## src/rtl/digit_scan_controller.sv

```systemverilog
// Time-multiplexed scan of four display digits: each enabled digit is shown
// for DIV cycles, followed by BLANK dark cycles, cycling through digit_mask.
module digit_scan_controller #(
  parameter int unsigned DIV   = 50000,
  parameter int unsigned BLANK = 4
) (
  input  logic        clk,
  input  logic        reset_n,
  input  logic        run,
  input  logic [3:0]  digit_mask,
  input  logic [15:0] digits,
  output logic [1:0]  w,
  output logic        En,
  output logic [3:0]  nibble,
  output logic        frame_done
);

  localparam int unsigned DW = (DIV > 1) ? $clog2(DIV) : 1;
  localparam int unsigned BW = (BLANK > 1) ? $clog2(BLANK) : 1;

  typedef enum logic [1:0] {IDLE, SHOW, GAP} state_t;

  state_t        state;
  logic [DW-1:0] dwell;
  logic [BW-1:0] gap;
  logic          at_advance_c;
  logic [1:0]    first_sel_c;
  logic [1:0]    adv_sel_c;

  // Next set mask bit searching upward from cur+1, wrapping; cur itself last.
  function automatic logic [1:0] next_sel(input logic [3:0] mask, input logic [1:0] cur);
    logic [1:0] sel;
    logic [1:0] idx;
    sel = cur;
    for (int k = 4; k >= 1; k--) begin
      idx = cur + 2'(k);
      if (mask[idx]) sel = idx;
    end
    return sel;
  endfunction

  function automatic logic [3:0] nib_of(input logic [15:0] d, input logic [1:0] sel);
    return d[{sel, 2'b00} +: 4];
  endfunction

  assign first_sel_c  = next_sel(digit_mask, 2'd3);
  assign adv_sel_c    = next_sel(digit_mask, w);
  assign at_advance_c = ((state == SHOW) && (dwell == '0) && (BLANK == 0)) ||
                        ((state == GAP) && (gap == '0));

  always_ff @(posedge clk or negedge reset_n) begin
    if (!reset_n) begin
      state      <= IDLE;
      w          <= 2'd0;
      En         <= 1'b0;
      nibble     <= 4'd0;
      frame_done <= 1'b0;
      dwell      <= '0;
      gap        <= '0;
    end else begin
      frame_done <= 1'b0;
      if (!run) begin
        state  <= IDLE;
        w      <= 2'd0;
        En     <= 1'b0;
        nibble <= 4'd0;
        dwell  <= '0;
        gap    <= '0;
      end else if (state == IDLE) begin
        if (digit_mask != 4'd0) begin
          state  <= SHOW;
          w      <= first_sel_c;
          En     <= 1'b1;
          nibble <= nib_of(digits, first_sel_c);
          dwell  <= DW'(DIV - 1);
        end
      end else if (at_advance_c) begin
        // Mask is only looked at here, so a mid-visit change never truncates a visit.
        if (digit_mask == 4'd0) begin
          state  <= IDLE;
          w      <= 2'd0;
          En     <= 1'b0;
          nibble <= 4'd0;
          dwell  <= '0;
          gap    <= '0;
        end else begin
          state      <= SHOW;
          w          <= adv_sel_c;
          En         <= 1'b1;
          nibble     <= nib_of(digits, adv_sel_c);
          dwell      <= DW'(DIV - 1);
          frame_done <= (adv_sel_c <= w);
        end
      end else if (state == SHOW) begin
        if (dwell != '0) begin
          dwell <= dwell - DW'(1);
        end else begin
          state <= GAP;
          En    <= 1'b0;
          gap   <= BW'(BLANK - 1);
        end
      end else begin
        gap <= gap - BW'(1);
      end
    end
  end

endmodule
```

## config.mk

```make
export PLATFORM = sky130hd
export DESIGN_NAME = digit_scan_controller
export DESIGN_NICKNAME = d
export VERILOG_FILES = /design/src/rtl/digit_scan_controller.sv
export SDC_FILE = /design/constraint.sdc
export NUM_CORES = 1
export LEC_CHECK = 0
export ABC_AREA = 1
export CAP_MARGIN = 20
export CORE_ASPECT_RATIO = 0.6
export CORE_MARGIN = 4
export CORE_UTILIZATION = 55
export DETAILED_ROUTE_END_ITERATION = 12
export PLACE_DENSITY = 0.91
export SETUP_SLACK_MARGIN = 0.05
export SLEW_MARGIN = 20
export SYNTH_ARGS = -nofsm -noshare
export SYNTH_HDL_FRONTEND = slang
export SYNTH_SLANG_ARGS = --single-unit
```

## constraint.sdc

```tcl
create_clock -name clk -period 2.5 [get_ports clk]
set_clock_uncertainty 0.15 [all_clocks]
set_input_delay 0.75 -clock clk [delete_from_list [all_inputs] [get_ports clk]]
set_output_delay 0.75 -clock clk [all_outputs]
set_load 0.05 [all_outputs]
```

==> report_table.html, run 1 <==
<table>
<tr><th>Metric</th><th>Value</th></tr>
<tr><th colspan="2">Setup path</th></tr>
<tr><td>Largest delay contributor family on the critical path</td><td>buffers and inverters</td></tr>
<tr><td>Critical path data required time</td><td>1.60 ns</td></tr>
<tr><td>Critical path buffers and inverters</td><td>1</td></tr>
<tr><td>Beginning of the worst register-to-register path</td><td>dwell[0]$_DFFE_PN0P_</td></tr>
<tr><td>Setup slack on the worst flop-to-flop path</td><td>0.29 ns</td></tr>
<tr><td>Critical path cell sequence</td><td>clkdlybuf4s50_1</td></tr>
<tr><td>Arrival time of data at the critical path endpoint</td><td>1.47 ns</td></tr>
<tr><td>Highest-delay cell along the critical path</td><td>sky130_fd_sc_hd__clkdlybuf4s50_1</td></tr>
<tr><td>CP max FO</td><td>1</td></tr>
<tr><td>Category of the worst setup path capture point</td><td>output pin</td></tr>
<tr><td>Critical setup path kind</td><td>flip-flop to output pin</td></tr>
<tr><td>Count of cells along the worst register-to-register path</td><td>9</td></tr>
<tr><td>Destination of the worst register-to-register timing path</td><td>dwell[14]$_DFFE_PN0P_</td></tr>
<tr><td>Slowest stage delay, CP</td><td>0.81 ns</td></tr>
<tr><td>Nature of the critical path startpoint</td><td>flip-flop</td></tr>
<tr><th colspan="2">Logic synthesis</th></tr>
<tr><td>Yosys warns</td><td>0</td></tr>
<tr><td>Synth Instances</td><td>326</td></tr>
<tr><td>#FFs+latches synth</td><td>27</td></tr>
<tr><td>Syn avg cell area</td><td>6.72 sq um</td></tr>
<tr><td>Synthesized-area fraction occupied by ao, oa, aoi and oai cells</td><td>0.138</td></tr>
<tr><td>Post-synthesis xor/xnor area fraction</td><td>0.0160</td></tr>
<tr><td>Sequential share of the synthesized area</td><td>0.308</td></tr>
<tr><td>Synthesized area</td><td>2190 sq um</td></tr>
<tr><td>Post-synthesis async set-or-reset flop share</td><td>1.00</td></tr>
<tr><td>Flip-flop cell with the highest count after synthesis</td><td>sky130_fd_sc_hd__dfrtp_1</td></tr>
<tr><td>Count leader, synth</td><td>sky130_fd_sc_hd__nand2_1</td></tr>
<tr><td>Mux share of post-synthesis cell area</td><td>0</td></tr>
<tr><td>Cell types occupying the most area after synthesis</td><td>sky130_fd_sc_hd__dfrtp_1, sky130_fd_sc_hd__nand2_1, sky130_fd_sc_hd__nand3_1, sky130_fd_sc_hd__nor2_1, sky130_fd_sc_hd__a21oi_1</td></tr>
<tr><td>Area fraction in and, or, nand and nor cells after synthesis</td><td>0.428</td></tr>
<tr><td>Post-synthesis share of cell area spent on full adders, half adders and majority gates</td><td>0.0286</td></tr>
<tr><td>Post-synthesis net count</td><td>354</td></tr>
<tr><td>Commonest cells post-synth</td><td>sky130_fd_sc_hd__nand2_1, sky130_fd_sc_hd__nor2_1, sky130_fd_sc_hd__nand3_1, sky130_fd_sc_hd__dfrtp_1</td></tr>
<tr><td>Distinct cell type count after synthesis</td><td>34</td></tr>
<tr><td>Largest family of logic cells by synthesized area</td><td>simple AND/OR/NAND/NOR gates</td></tr>
<tr><td>Top cell type by total area after synthesis</td><td>sky130_fd_sc_hd__dfrtp_1</td></tr>
<tr><td>Post-synth EDFFs</td><td>0</td></tr>
<tr><td>Post-synth top area share</td><td>0.308</td></tr>
<tr><th colspan="2">Floorplanning</th></tr>
<tr><td>Die Height</td><td>56.9 um</td></tr>
<tr><td>Die Footprint</td><td>5090 sq um</td></tr>
<tr><td>Effective utilization at floorplan</td><td>0.585</td></tr>
<tr><td>Site Rows</td><td>17</td></tr>
<tr><td>Width of the die</td><td>89.5 um</td></tr>
<tr><td>Number of primary I/O pins</td><td>31</td></tr>
<tr><td>Placeable core region</td><td>3740 sq um</td></tr>
<tr><th colspan="2">CTS</th></tr>
<tr><td>Cts-stage hold buffer count</td><td>0</td></tr>
<tr><td>Clock buffer count from CTS</td><td>3</td></tr>
<tr><td>TritonCTS clock tree</td><td>yes</td></tr>
<tr><td>Setup fix buffers added after clock tree synthesis</td><td>0</td></tr>
<tr><td>CTS Root Buffer Type</td><td>sky130_fd_sc_hd__clkbuf_8</td></tr>
<tr><td>Clock tree buffer depth</td><td>2</td></tr>
<tr><td>CTS-repair resized insts</td><td>4</td></tr>
<tr><td>Sinks on Clock Net</td><td>27</td></tr>
<tr><td># H-tree levels</td><td>1</td></tr>
<tr><td>Later-pin clock latency in the skew report</td><td>roughly 0.28 ns</td></tr>
<tr><td>Worst-path clk slew</td><td>between 0.1 and 0.15 ns</td></tr>
<tr><th colspan="2">Global route</th></tr>
<tr><td>Number of global-route vias before repair</td><td>2217</td></tr>
<tr><td>Total track usage</td><td>0.258</td></tr>
<tr><td>Number of antenna violations at the first check in global routing</td><td>0</td></tr>
<tr><td>Largest net degree at the start of global routing</td><td>28</td></tr>
<tr><td>Wire length of the first global-routing pass</td><td>10.4 mm</td></tr>
<tr><td>Overall overflow remaining after global route</td><td>0</td></tr>
<tr><th colspan="2">Worst hold path</th></tr>
<tr><td>Launch point of the worst hold path</td><td>nibble[3]$_DFFE_PN0P_</td></tr>
<tr><td>Number of cells on the worst hold path</td><td>2</td></tr>
<tr><td>Terminating pin of the worst hold path</td><td>nibble[3]$_DFFE_PN0P_</td></tr>
<tr><td>Worst Hold Class</td><td>flip-flop to flip-flop</td></tr>
<tr><th colspan="2">Placement</th></tr>
<tr><td>Hpwl dp</td><td>4.68 mm</td></tr>
<tr><td>Count of input and output buffers</td><td>30</td></tr>
<tr><td>Final weighted congestion of routability-driven global placement</td><td>0.921</td></tr>
<tr><td>Cells after DPL</td><td>429</td></tr>
<tr><td>Area after DPL</td><td>around 2800 sq um</td></tr>
<tr><th colspan="2">Drt</th></tr>
<tr><td>Via density</td><td>5.76</td></tr>
<tr><td>Vias</td><td>2493</td></tr>
<tr><td>Post-route antenna net violation count</td><td>0</td></tr>
<tr><td>Routed len/inst</td><td>14.3 um</td></tr>
<tr><td>Drt first pass iters</td><td>5</td></tr>
<tr><td>Detailed Route Iter0 Violations</td><td>325</td></tr>
<tr><td>Residual DRC</td><td>0</td></tr>
<tr><td>Total wire length after detailed routing</td><td>6.17 mm</td></tr>
<tr><th colspan="2">Final layout</th></tr>
<tr><td>Final-layout fill cell count</td><td>290</td></tr>
<tr><td>Proportion of layout cells with a drive suffix above 1</td><td>0.202</td></tr>
<tr><td>Antenna diode count</td><td>0</td></tr>
<tr><td>Synthesis-to-finish area growth</td><td>28.4%</td></tr>
<tr><td>Net count of the finished layout</td><td>415</td></tr>
<tr><td>Final design instance area without fill</td><td>2810 sq um</td></tr>
<tr><td>Non-filler instance count after layout</td><td>433</td></tr>
<tr><td>Layout Utilization</td><td>0.752</td></tr>
<tr><th colspan="2">STA</th></tr>
<tr><td>Final count of hold timing violations</td><td>0</td></tr>
<tr><td>Final-report setup violation count</td><td>0</td></tr>
<tr><td>Slew Limit Fails</td><td>0</td></tr>
<tr><td>Achievable frequency</td><td>0.422 GHz</td></tr>
<tr><td>Unrepaired setup endpoints after global routing</td><td>no</td></tr>
<tr><td>Post-route setup TNS</td><td>0 ns</td></tr>
<tr><td>Tmin final</td><td>approximately 2.4 ns</td></tr>
<tr><td>Ratio of final minimum period to clock period</td><td>0.948</td></tr>
<tr><td>Transition time at the pin with the least slew margin</td><td>0.512 ns</td></tr>
<tr><td>Slew headroom</td><td>0.658</td></tr>
<tr><th colspan="2">Power and ir drop</th></tr>
<tr><td>Worst supply voltage drop on vdd</td><td>approximately 0.00087 V</td></tr>
<tr><td>Total power of the final layout</td><td>3.38 mW</td></tr>
<tr><td>Power density over the cells</td><td>1200 nW/um^2</td></tr>
<tr><td>Lkg Pwr</td><td>1.43 nW</td></tr>
<tr><th colspan="2">Run status</th></tr>
<tr><td>Status</td><td>finished clean</td></tr>
<tr><th colspan="2">Flow run</th></tr>
<tr><td>Number of maximum-capacitance constraint violations</td><td>0</td></tr>
</table>
## cell usage in the layout (no fill, tap or decap), types with 3 or more instances in the layout
cell / instances
sky130_fd_sc_hd__nand2_1: 92
sky130_fd_sc_hd__nor2_1: 33
sky130_fd_sc_hd__buf_4: 30
sky130_fd_sc_hd__nand3_1: 29
sky130_fd_sc_hd__dfrtp_1: 27
sky130_fd_sc_hd__inv_1: 23
sky130_fd_sc_hd__a21oi_1: 23
sky130_fd_sc_hd__clkdlybuf4s50_1: 22
sky130_fd_sc_hd__o21ai_0: 16
sky130_fd_sc_hd__nand2_2: 15
sky130_fd_sc_hd__inv_2: 11
sky130_fd_sc_hd__o22ai_1: 7
sky130_fd_sc_hd__nor3_1: 6
sky130_fd_sc_hd__ha_1: 5
sky130_fd_sc_hd__xor2_1: 4
sky130_fd_sc_hd__dlygate4sd2_1: 4
sky130_fd_sc_hd__o21ai_1: 3
sky130_fd_sc_hd__nand2_4: 3
sky130_fd_sc_hd__and3_1: 3
sky130_fd_sc_hd__clkbuf_8: 3
sky130_fd_sc_hd__buf_12: 3
## power breakdown
part | switching (mW) | internal [mW] | leakage, nW
combinational | 1.45 | 0.936 | 1.06
sequential | 0.132 | 0.594 | 0.351
clock | 0.150 | 0.113 | 0.0217
total | 1.73 | 1.64 | 1.43
## worst max-delay path by stage
stage	endpoint	from	cells after the start
floorplan	frame_done$_DFF_PN0_	w[0]$_DFFE_PN0P_	13
global placement	frame_done$_DFF_PN0_	digit_mask[1]	14
detailed placement	frame_done$_DFF_PN0_	digit_mask[1]	14
CTS	En	state[0]$_DFFE_PN0P_	1
global route	frame_done$_DFF_PN0_	digit_mask[0]	12
finish	frame_done	frame_done$_DFF_PN0_	1
## metrics by stage
stage | hold WS [ns] | setup slack, ns
floorplan | 0.304 | 0.212
global placement | 0.325 | -0.178
detailed placement | 0.317 | -0.380
CTS | 0.356 | 0.0795
global route | 0.378 | 0.0736
finish | 0.352 | 0.130
## final cells by class
type | count | area [sq um] | area share
multi-input cells | 260 | 1340 | 0.475
flip-flops and latches | 27 | 676 | 0.240
repair buffers | 61 | 566 | 0.201
inverters | 34 | 128 | 0.0454
well taps | 47 | 58.8 | 0.0209
clock buffers | 3 | 41.3 | 0.0147
clock inverters | 1 | 7.51 | 0.00267
## tightest hold or removal path: stages, from the launching register on
cell and delay [ns]:
sky130_fd_sc_hd__dfrtp_1 0.36, sky130_fd_sc_hd__nand2_1 0.05, sky130_fd_sc_hd__nand2_1 0.06
## metal layers
metal | global-route usage | vias to the layer above | part of all wire
met5 | 0 | - | 0
met4 | 0.0276 | 0 | 0.014
met3 | 0.0411 | 16 | 0.090
met2 | 0.390 | 141 | 0.43
met1 | 0.396 | 1145 | 0.47
li1 | - | 1191 | -
## cell families after synthesis
logic type,after synthesis
adder cells (fa/ha/maj),5
AO/OA/AOI/OAI,55
XOR/XNOR,4
buffers and inverters,39
flip-flops,27
AND/OR/NAND/NOR,196
## registers in the layout (all words and copies together), names as in the netlist
signal	cells
dwell	16
nibble	4
gap	2
state	2
w	2
frame_done	1
No activity file was read; power rests on OpenSTA's default activity.
==> run 2, diff against run 1 <==
CORE_MARGIN = default   (was 4)
==> report_table.html, run 2 (synthesis gave the netlist of run 1 again) <==
<table>
<tr><th>Metric</th><th>Value</th></tr>
<tr><th colspan="2">Floorplanning</th></tr>
<tr><td>Die Height</td><td>50.9 um</td></tr>
<tr><td>Site Rows</td><td>17</td></tr>
<tr><td>Die Footprint</td><td>4250 sq um</td></tr>
<tr><td>Effective utilization at floorplan</td><td>0.585</td></tr>
<tr><td>Placeable core region</td><td>3740 sq um</td></tr>
<tr><td>Width of the die</td><td>83.5 um</td></tr>
<tr><td>Number of primary I/O pins</td><td>31</td></tr>
<tr><th colspan="2">Setup path</th></tr>
<tr><td>Critical setup path kind</td><td>flip-flop to output pin</td></tr>
<tr><td>Arrival time of data at the critical path endpoint</td><td>1.51 ns</td></tr>
<tr><td>Critical path cell sequence</td><td>clkdlybuf4s50_1</td></tr>
<tr><td>Nature of the critical path startpoint</td><td>flip-flop</td></tr>
<tr><td>Largest delay contributor family on the critical path</td><td>buffers and inverters</td></tr>
<tr><td>Critical path buffers and inverters</td><td>1</td></tr>
<tr><td>Highest-delay cell along the critical path</td><td>sky130_fd_sc_hd__clkdlybuf4s50_1</td></tr>
<tr><td>Slowest stage delay, CP</td><td>approximately 0.83 ns</td></tr>
<tr><td>CP max FO</td><td>2</td></tr>
<tr><td>Category of the worst setup path capture point</td><td>output pin</td></tr>
<tr><td>Critical path data required time</td><td>1.60 ns</td></tr>
<tr><th colspan="2">Drt</th></tr>
<tr><td>Via density</td><td>5.56</td></tr>
<tr><td>Total wire length after detailed routing</td><td>a little over 6 mm</td></tr>
<tr><td>Post-route antenna net violation count</td><td>0</td></tr>
<tr><td>Drt first pass iters</td><td>5</td></tr>
<tr><td>Residual DRC</td><td>0</td></tr>
<tr><td>Routed len/inst</td><td>14.0 um</td></tr>
<tr><td>Detailed Route Iter0 Violations</td><td>between 150 and 200</td></tr>
<tr><td>Vias</td><td>2414</td></tr>
<tr><th colspan="2">STA</th></tr>
<tr><td>Achievable frequency</td><td>0.415 GHz</td></tr>
<tr><td>Final count of hold timing violations</td><td>0</td></tr>
<tr><td>Ratio of final minimum period to clock period</td><td>0.965</td></tr>
<tr><td>Slew Limit Fails</td><td>0</td></tr>
<tr><td>Final hold slack</td><td>0.339 ns</td></tr>
<tr><td>Final setup slack of the worst path</td><td>0.0880 ns</td></tr>
<tr><td>Final-report setup violation count</td><td>0</td></tr>
<tr><td>Post-route setup TNS</td><td>0 ns</td></tr>
<tr><td>Unrepaired setup endpoints after global routing</td><td>no</td></tr>
<tr><td>Transition time at the pin with the least slew margin</td><td>about 0.5 ns</td></tr>
<tr><td>Slew headroom</td><td>0.661</td></tr>
<tr><td>Tmin final</td><td>about 2.4 ns</td></tr>
<tr><th colspan="2">Power and ir drop</th></tr>
<tr><td>Total power of the final layout</td><td>3.37 mW</td></tr>
<tr><td>Lkg Pwr</td><td>around 1.4 nW</td></tr>
<tr><td>Worst supply voltage drop on vdd</td><td>between 0.0007 and 0.0008 V</td></tr>
<tr><td>Power density over the cells</td><td>around 1200 nW/um^2</td></tr>
<tr><th colspan="2">CTS</th></tr>
<tr><td>Later-pin clock latency in the skew report</td><td>~0.28 ns</td></tr>
<tr><td># H-tree levels</td><td>1</td></tr>
<tr><td>Clock buffer count from CTS</td><td>3</td></tr>
<tr><td>Setup fix buffers added after clock tree synthesis</td><td>0</td></tr>
<tr><td>Cts-stage hold buffer count</td><td>0</td></tr>
<tr><td>TritonCTS clock tree</td><td>yes</td></tr>
<tr><td>Clock tree buffer depth</td><td>2</td></tr>
<tr><td>CTS Root Buffer Type</td><td>sky130_fd_sc_hd__clkbuf_8</td></tr>
<tr><td>Sinks on Clock Net</td><td>27</td></tr>
<tr><td>Worst-path clk slew</td><td>~0.1 ns</td></tr>
<tr><th colspan="2">Final layout</th></tr>
<tr><td>Largest register by flop count</td><td>dwell</td></tr>
<tr><td>Highest-count cells in the layout ignoring fill and taps</td><td>sky130_fd_sc_hd__nand2_1, sky130_fd_sc_hd__nor2_1, sky130_fd_sc_hd__buf_4</td></tr>
<tr><td>Antenna diode count</td><td>0</td></tr>
<tr><td>Synthesis-to-finish area growth</td><td>28.8%</td></tr>
<tr><td>Proportion of layout cells with a drive suffix above 1</td><td>0.214</td></tr>
<tr><td>Max reg flops</td><td>16</td></tr>
<tr><td>Commonest non-fill, non-tap cell in the layout</td><td>sky130_fd_sc_hd__nand2_1</td></tr>
<tr><td>Non-filler instance count after layout</td><td>434</td></tr>
<tr><td>Largest registers ranked by flip-flop count</td><td>dwell: 16 flops, nibble: 4 flops</td></tr>
<tr><td>Net count of the finished layout</td><td>416</td></tr>
<tr><td>Layout Utilization</td><td>0.754</td></tr>
<tr><td>Final design instance area without fill</td><td>between 2000 and 3000 sq um</td></tr>
<tr><td>Final-layout fill cell count</td><td>263</td></tr>
<tr><th colspan="2">Global route</th></tr>
<tr><td>Overall overflow remaining after global route</td><td>0</td></tr>
<tr><td>Largest net degree at the start of global routing</td><td>28</td></tr>
<tr><td>Number of antenna violations at the first check in global routing</td><td>0</td></tr>
<tr><td>Wire length of the first global-routing pass</td><td>around 10 mm</td></tr>
<tr><td>Number of global-route vias before repair</td><td>roughly 2.2k</td></tr>
<tr><td>Total track usage</td><td>0.305</td></tr>
<tr><th colspan="2">Worst hold path</th></tr>
<tr><td>Worst Hold Class</td><td>flip-flop to flip-flop</td></tr>
<tr><th colspan="2">Run status</th></tr>
<tr><td>Status</td><td>finished clean</td></tr>
<tr><th colspan="2">Placement</th></tr>
<tr><td>Worst slack after detailed placement</td><td>-0.396 ns</td></tr>
<tr><td>Area after DPL</td><td>2770 sq um</td></tr>
<tr><td>Cells after DPL</td><td>430</td></tr>
<tr><td>Count of input and output buffers</td><td>30</td></tr>
<tr><td>Final weighted congestion of routability-driven global placement</td><td>roughly 0.94</td></tr>
<tr><td>Hpwl dp</td><td>4.61 mm</td></tr>
<tr><th colspan="2">Flow run</th></tr>
<tr><td>Number of maximum-capacitance constraint violations</td><td>0</td></tr>
</table>
==> run 2: changes by cell type in the layout (fill, tap and decap cells not counted), sizes merged <==
cell	previous run	this run
buf	33	34
dlymetal6s2s	2	1
clkbuf	3	5
clkdlybuf4s50	22	23
dlygate4sd2	4	1
clkdlybuf4s15	0	1
==> run 2: layout make-up <==
cell class | count | area [sq um] | share of cell area
repair buffers | 62 | 564 | 0.200
clock inverters | 1 | 7.51 | 0.00266
flip-flops and latches | 27 | 676 | 0.239
inverters | 34 | 128 | 0.0452
well taps | 47 | 58.8 | 0.0208
clock buffers | 3 | 41.3 | 0.0146
multi-input cells | 260 | 1350 | 0.477
==> run 2: what timing repair did <==
item,in CTS,in global routing
setup endpoints to repair,4,2
pin swaps,1,1
gates resized for setup,4,8
==> run 2: tightest hold or removal path, cell delays in order, from the launching register on <==
cell and delay, ns:
sky130_fd_sc_hd__dfrtp_1 0.35, sky130_fd_sc_hd__nand2_1 0.05, sky130_fd_sc_hd__nand2_1 0.06
==> run 2: final timing paths <==
check / from / to / slack, ns / cells after the start
worst max-delay path: nibble[2]$_DFFE_PN0P_ / nibble[2] / 0.09 / 1
worst min-delay path: nibble[3]$_DFFE_PN0P_ / nibble[3]$_DFFE_PN0P_ / 0.34 / 2
worst max register to register: dwell[0]$_DFFE_PN0P_ / dwell[14]$_DFFE_PN0P_ / 0.34 / 11
worst min register to register: nibble[3]$_DFFE_PN0P_ / nibble[3]$_DFFE_PN0P_ / 0.34 / 2
max in group asynchronous: reset_n / gap[1]$_DFFE_PN0P_ / 1.25 / 2
min in group asynchronous: reset_n / dwell[11]$_DFFE_PN0P_ / 0.68 / 2
==> run 2: per-layer routing <==
layer  global-route usage  share of wire  wire (um)
met1                0.445           0.49       2960
met2                0.477           0.43       2600
met3               0.0533          0.072        437
met4               0.0734          0.011         68
met5                    0              0          0
==> run 2: where the power goes <==
part / switching (mW) / internal, mW / total, mW
combinational: 1.46 / 0.937 / 2.39
sequential: 0.122 / 0.594 / 0.716
clock: 0.149 / 0.114 / 0.263
total: 1.73 / 1.65 / 3.37
==> run 3, diff against run 2 <==
CORE_UTILIZATION = 23   (was 55)
PLACE_DENSITY = 0.51   (was 0.91)
==> report_table.html, run 3 (synthesis gave the netlist of run 1 again) <==
<table>
<tr><th>Metric</th><th>Value</th></tr>
<tr><th colspan="2">Drt</th></tr>
<tr><td>Met1 WL</td><td>3.77 mm</td></tr>
<tr><td>Via density</td><td>around 4.5</td></tr>
<tr><td>Vias</td><td>~2.4k</td></tr>
<tr><td>Post-route antenna net violation count</td><td>0</td></tr>
<tr><td>Detailed Route Iter0 Violations</td><td>230</td></tr>
<tr><td>Total met3 wirelength after detailed routing</td><td>344 um</td></tr>
<tr><td>Length of routed met2 wiring</td><td>2.53 mm</td></tr>
<tr><td>Residual DRC</td><td>0</td></tr>
<tr><td>Top Layer Used</td><td>met4</td></tr>
<tr><td>Drt first pass iters</td><td>5</td></tr>
<tr><td>Total wire length after detailed routing</td><td>6.71 mm</td></tr>
<tr><td>Routed len/inst</td><td>12.9 um</td></tr>
<tr><th colspan="2">Placement</th></tr>
<tr><td>Final weighted congestion of routability-driven global placement</td><td>0.807</td></tr>
<tr><td>Hpwl dp</td><td>~5.4 mm</td></tr>
<tr><td>Count of input and output buffers</td><td>30</td></tr>
<tr><th colspan="2">Worst hold path</th></tr>
<tr><td>Terminating pin of the worst hold path</td><td>nibble[2]$_DFFE_PN0P_</td></tr>
<tr><td>Launch point of the worst hold path</td><td>nibble[2]$_DFFE_PN0P_</td></tr>
<tr><td>Number of cells on the worst hold path</td><td>2</td></tr>
<tr><td>Worst Hold Class</td><td>flip-flop to flip-flop</td></tr>
<tr><th colspan="2">Floorplanning</th></tr>
<tr><td>Die Footprint</td><td>9930 sq um</td></tr>
<tr><td>Width of the die</td><td>approximately 130 um</td></tr>
<tr><td>Site Rows</td><td>27</td></tr>
<tr><td>Number of primary I/O pins</td><td>31</td></tr>
<tr><td>Placeable core region</td><td>9220 sq um</td></tr>
<tr><td>Effective utilization at floorplan</td><td>0.238</td></tr>
<tr><td>Die Height</td><td>roughly 78 um</td></tr>
<tr><th colspan="2">Setup path</th></tr>
<tr><td>Nature of the critical path startpoint</td><td>flip-flop</td></tr>
<tr><td>Critical setup path kind</td><td>flip-flop to output pin</td></tr>
<tr><td>CP max FO</td><td>2</td></tr>
<tr><td>Arrival time of data at the critical path endpoint</td><td>roughly 1.5 ns</td></tr>
<tr><td>Slowest stage delay, CP</td><td>roughly 0.81 ns</td></tr>
<tr><td>Beginning of the worst register-to-register path</td><td>w[0]$_DFFE_PN0P_</td></tr>
<tr><td>Destination of the worst register-to-register timing path</td><td>frame_done$_DFF_PN0_</td></tr>
<tr><td>Critical path data required time</td><td>1.60 ns</td></tr>
<tr><td>Critical path cell sequence</td><td>clkdlybuf4s50_1</td></tr>
<tr><td>Worst Setup SP</td><td>nibble[0]$_DFFE_PN0P_</td></tr>
<tr><td>Largest delay contributor family on the critical path</td><td>buffers and inverters</td></tr>
<tr><td>Setup slack on the worst flop-to-flop path</td><td>0.25 ns</td></tr>
<tr><td>Highest-delay cell along the critical path</td><td>sky130_fd_sc_hd__clkdlybuf4s50_1</td></tr>
<tr><td>Depth of the critical timing path with buffers and inverters included</td><td>1</td></tr>
<tr><td>Category of the worst setup path capture point</td><td>output pin</td></tr>
<tr><td>Critical path buffers and inverters</td><td>1</td></tr>
<tr><td>Count of cells along the worst register-to-register path</td><td>12</td></tr>
<tr><th colspan="2">Final layout</th></tr>
<tr><td>Largest register by flop count</td><td>dwell</td></tr>
<tr><td>Antenna diode count</td><td>0</td></tr>
<tr><td>Commonest non-fill, non-tap cell in the layout</td><td>sky130_fd_sc_hd__nand2_1</td></tr>
<tr><td>Multi-input gate area</td><td>1350 sq um</td></tr>
<tr><td>Synthesis-to-finish area growth</td><td>35.4%</td></tr>
<tr><td>Proportion of layout cells with a drive suffix above 1</td><td>0.226</td></tr>
<tr><td>Final-layout fill cell count</td><td>990</td></tr>
<tr><td>Max reg flops</td><td>16</td></tr>
<tr><td>Layout Utilization</td><td>0.322</td></tr>
<tr><td>Net count of the finished layout</td><td>418</td></tr>
<tr><td>Register area</td><td>slightly below 700 sq um</td></tr>
<tr><td>Highest-count cells in the layout ignoring fill and taps</td><td>sky130_fd_sc_hd__nand2_1, sky130_fd_sc_hd__buf_4, sky130_fd_sc_hd__nor2_1</td></tr>
<tr><td>Largest registers ranked by flip-flop count</td><td>dwell: 16 flops, nibble: 4 flops</td></tr>
<tr><th colspan="2">Power and ir drop</th></tr>
<tr><td>Seq pwr share</td><td>0.210</td></tr>
<tr><td>Switching Share</td><td>0.500</td></tr>
<tr><td>Lkg Pwr</td><td>1.44 nW</td></tr>
<tr><td>Worst supply voltage drop on vdd</td><td>0.000474 V</td></tr>
<tr><td>Clock network fraction of total power</td><td>0.107</td></tr>
<tr><td>Power Internal</td><td>1.76 mW</td></tr>
<tr><td>Power density over the cells</td><td>1190 nW/um^2</td></tr>
<tr><td>Part of the power in combinational logic</td><td>0.683</td></tr>
<tr><td>Net switching power of the design</td><td>1.76 mW</td></tr>
<tr><th colspan="2">STA</th></tr>
<tr><td>Achievable frequency</td><td>around 0.42 GHz</td></tr>
<tr><td>Post-route setup TNS</td><td>0 ns</td></tr>
<tr><td>Tmin final</td><td>2.36 ns</td></tr>
<tr><td>Ratio of final minimum period to clock period</td><td>0.943</td></tr>
<tr><td>Slew headroom</td><td>0.664</td></tr>
<tr><td>Final count of hold timing violations</td><td>0</td></tr>
<tr><td>Unrepaired setup endpoints after global routing</td><td>no</td></tr>
<tr><td>Final-report setup violation count</td><td>0</td></tr>
<tr><td>Slew Limit Fails</td><td>0</td></tr>
<tr><td>Transition time at the pin with the least slew margin</td><td>between 0.5 and 0.6 ns</td></tr>
<tr><th colspan="2">CTS</th></tr>
<tr><td>CTS Root Buffer Type</td><td>sky130_fd_sc_hd__clkbuf_16</td></tr>
<tr><td>Later-pin clock latency in the skew report</td><td>0.27 ns</td></tr>
<tr><td>Sinks on Clock Net</td><td>27</td></tr>
<tr><td># H-tree levels</td><td>1</td></tr>
<tr><td>Worst-path clk slew</td><td>0.08 ns</td></tr>
<tr><td>Clock buffer count from CTS</td><td>3</td></tr>
<tr><td>TritonCTS clock tree</td><td>yes</td></tr>
<tr><td>Cts-stage hold buffer count</td><td>0</td></tr>
<tr><td>Clock tree buffer depth</td><td>2</td></tr>
<tr><th colspan="2">Global route</th></tr>
<tr><td>Overall overflow remaining after global route</td><td>0</td></tr>
<tr><td>Wire length of the first global-routing pass</td><td>10.9 mm</td></tr>
<tr><td>Number of antenna violations at the first check in global routing</td><td>0</td></tr>
<tr><td>Largest net degree at the start of global routing</td><td>28</td></tr>
<tr><td>Number of global-route vias before repair</td><td>2130</td></tr>
<tr><td>Total track usage</td><td>0.140</td></tr>
<tr><th colspan="2">Flow run</th></tr>
<tr><td>Number of maximum-capacitance constraint violations</td><td>0</td></tr>
<tr><th colspan="2">Run status</th></tr>
<tr><td>Status</td><td>finished clean</td></tr>
</table>
run 3: area by class of cell:
type,count,area share
Clock buffer,3,0.0253
Timing Repair Buffer,64,0.192
Multi-Input combinational cell,260,0.455
Sequential cell,27,0.228
Tap cell,130,0.0549
Inverter,34,0.0430
Clock inverter,1,0.00169
run 3: metal layers:
metal | GRT usage | vias to the layer above
met3 | 0.0221 | 6
met2 | 0.196 | 70
met1 | 0.222 | 1080
met4 | 0.0247 | 0
li1 | - | 1196
met5 | 0 | -
run 3: how the worst max path moves through the flow:
stage,endpoint,slack [ns]
finish,nibble[0],0.14
global route,dwell[13]$_DFFE_PN0P_,0.07
CTS,frame_done$_DFF_PN0_,0.13
detailed placement,frame_done$_DFF_PN0_,-0.35
global placement,frame_done$_DFF_PN0_,-0.27
floorplan,frame_done$_DFF_PN0_,0.21
run 3: power by group through the flow:
stage          Clock, mW  Combinational (mW)  Sequential (mW)
2_1_floorplan          0                1.44            0.867
3_3_place_gp           0                2.35            0.743
4_1_cts            0.383                2.39            0.739
6_report           0.378                2.41            0.741
5_1_grt            0.397                2.67            0.767
3_5_place_dp           0                2.38            0.744
run 3: metrics by stage:
| step | total power, mW | worst slack (ns) | cells | hold WS (ns) | area (sq um) |
|---|---|---|---|---|---|
| 2_1_floorplan | 2.31 | 0.212 | 326 | 0.304 | 2190 |
| 5_1_grt | 3.84 | 0.0680 | 519 | 0.362 | 2970 |
| 3_3_place_gp | 3.09 | -0.265 | 515 | 0.324 | 2890 |
| 3_5_place_dp | 3.12 | -0.346 | 515 | 0.328 | 2890 |
| 4_1_cts | 3.51 | 0.134 | 519 | 0.348 | 2960 |
| 6_report | 3.53 | 0.141 | 519 | 0.343 | 2970 |
run 3: what timing repair did:
item | CTS | global route
gates resized for setup | 5 | 6
endpoints found under the hold margin | 0 | 0
setup buffers | 0 | 0
endpoints found under the setup margin | 9 | 15
pin swaps | 1 | 0
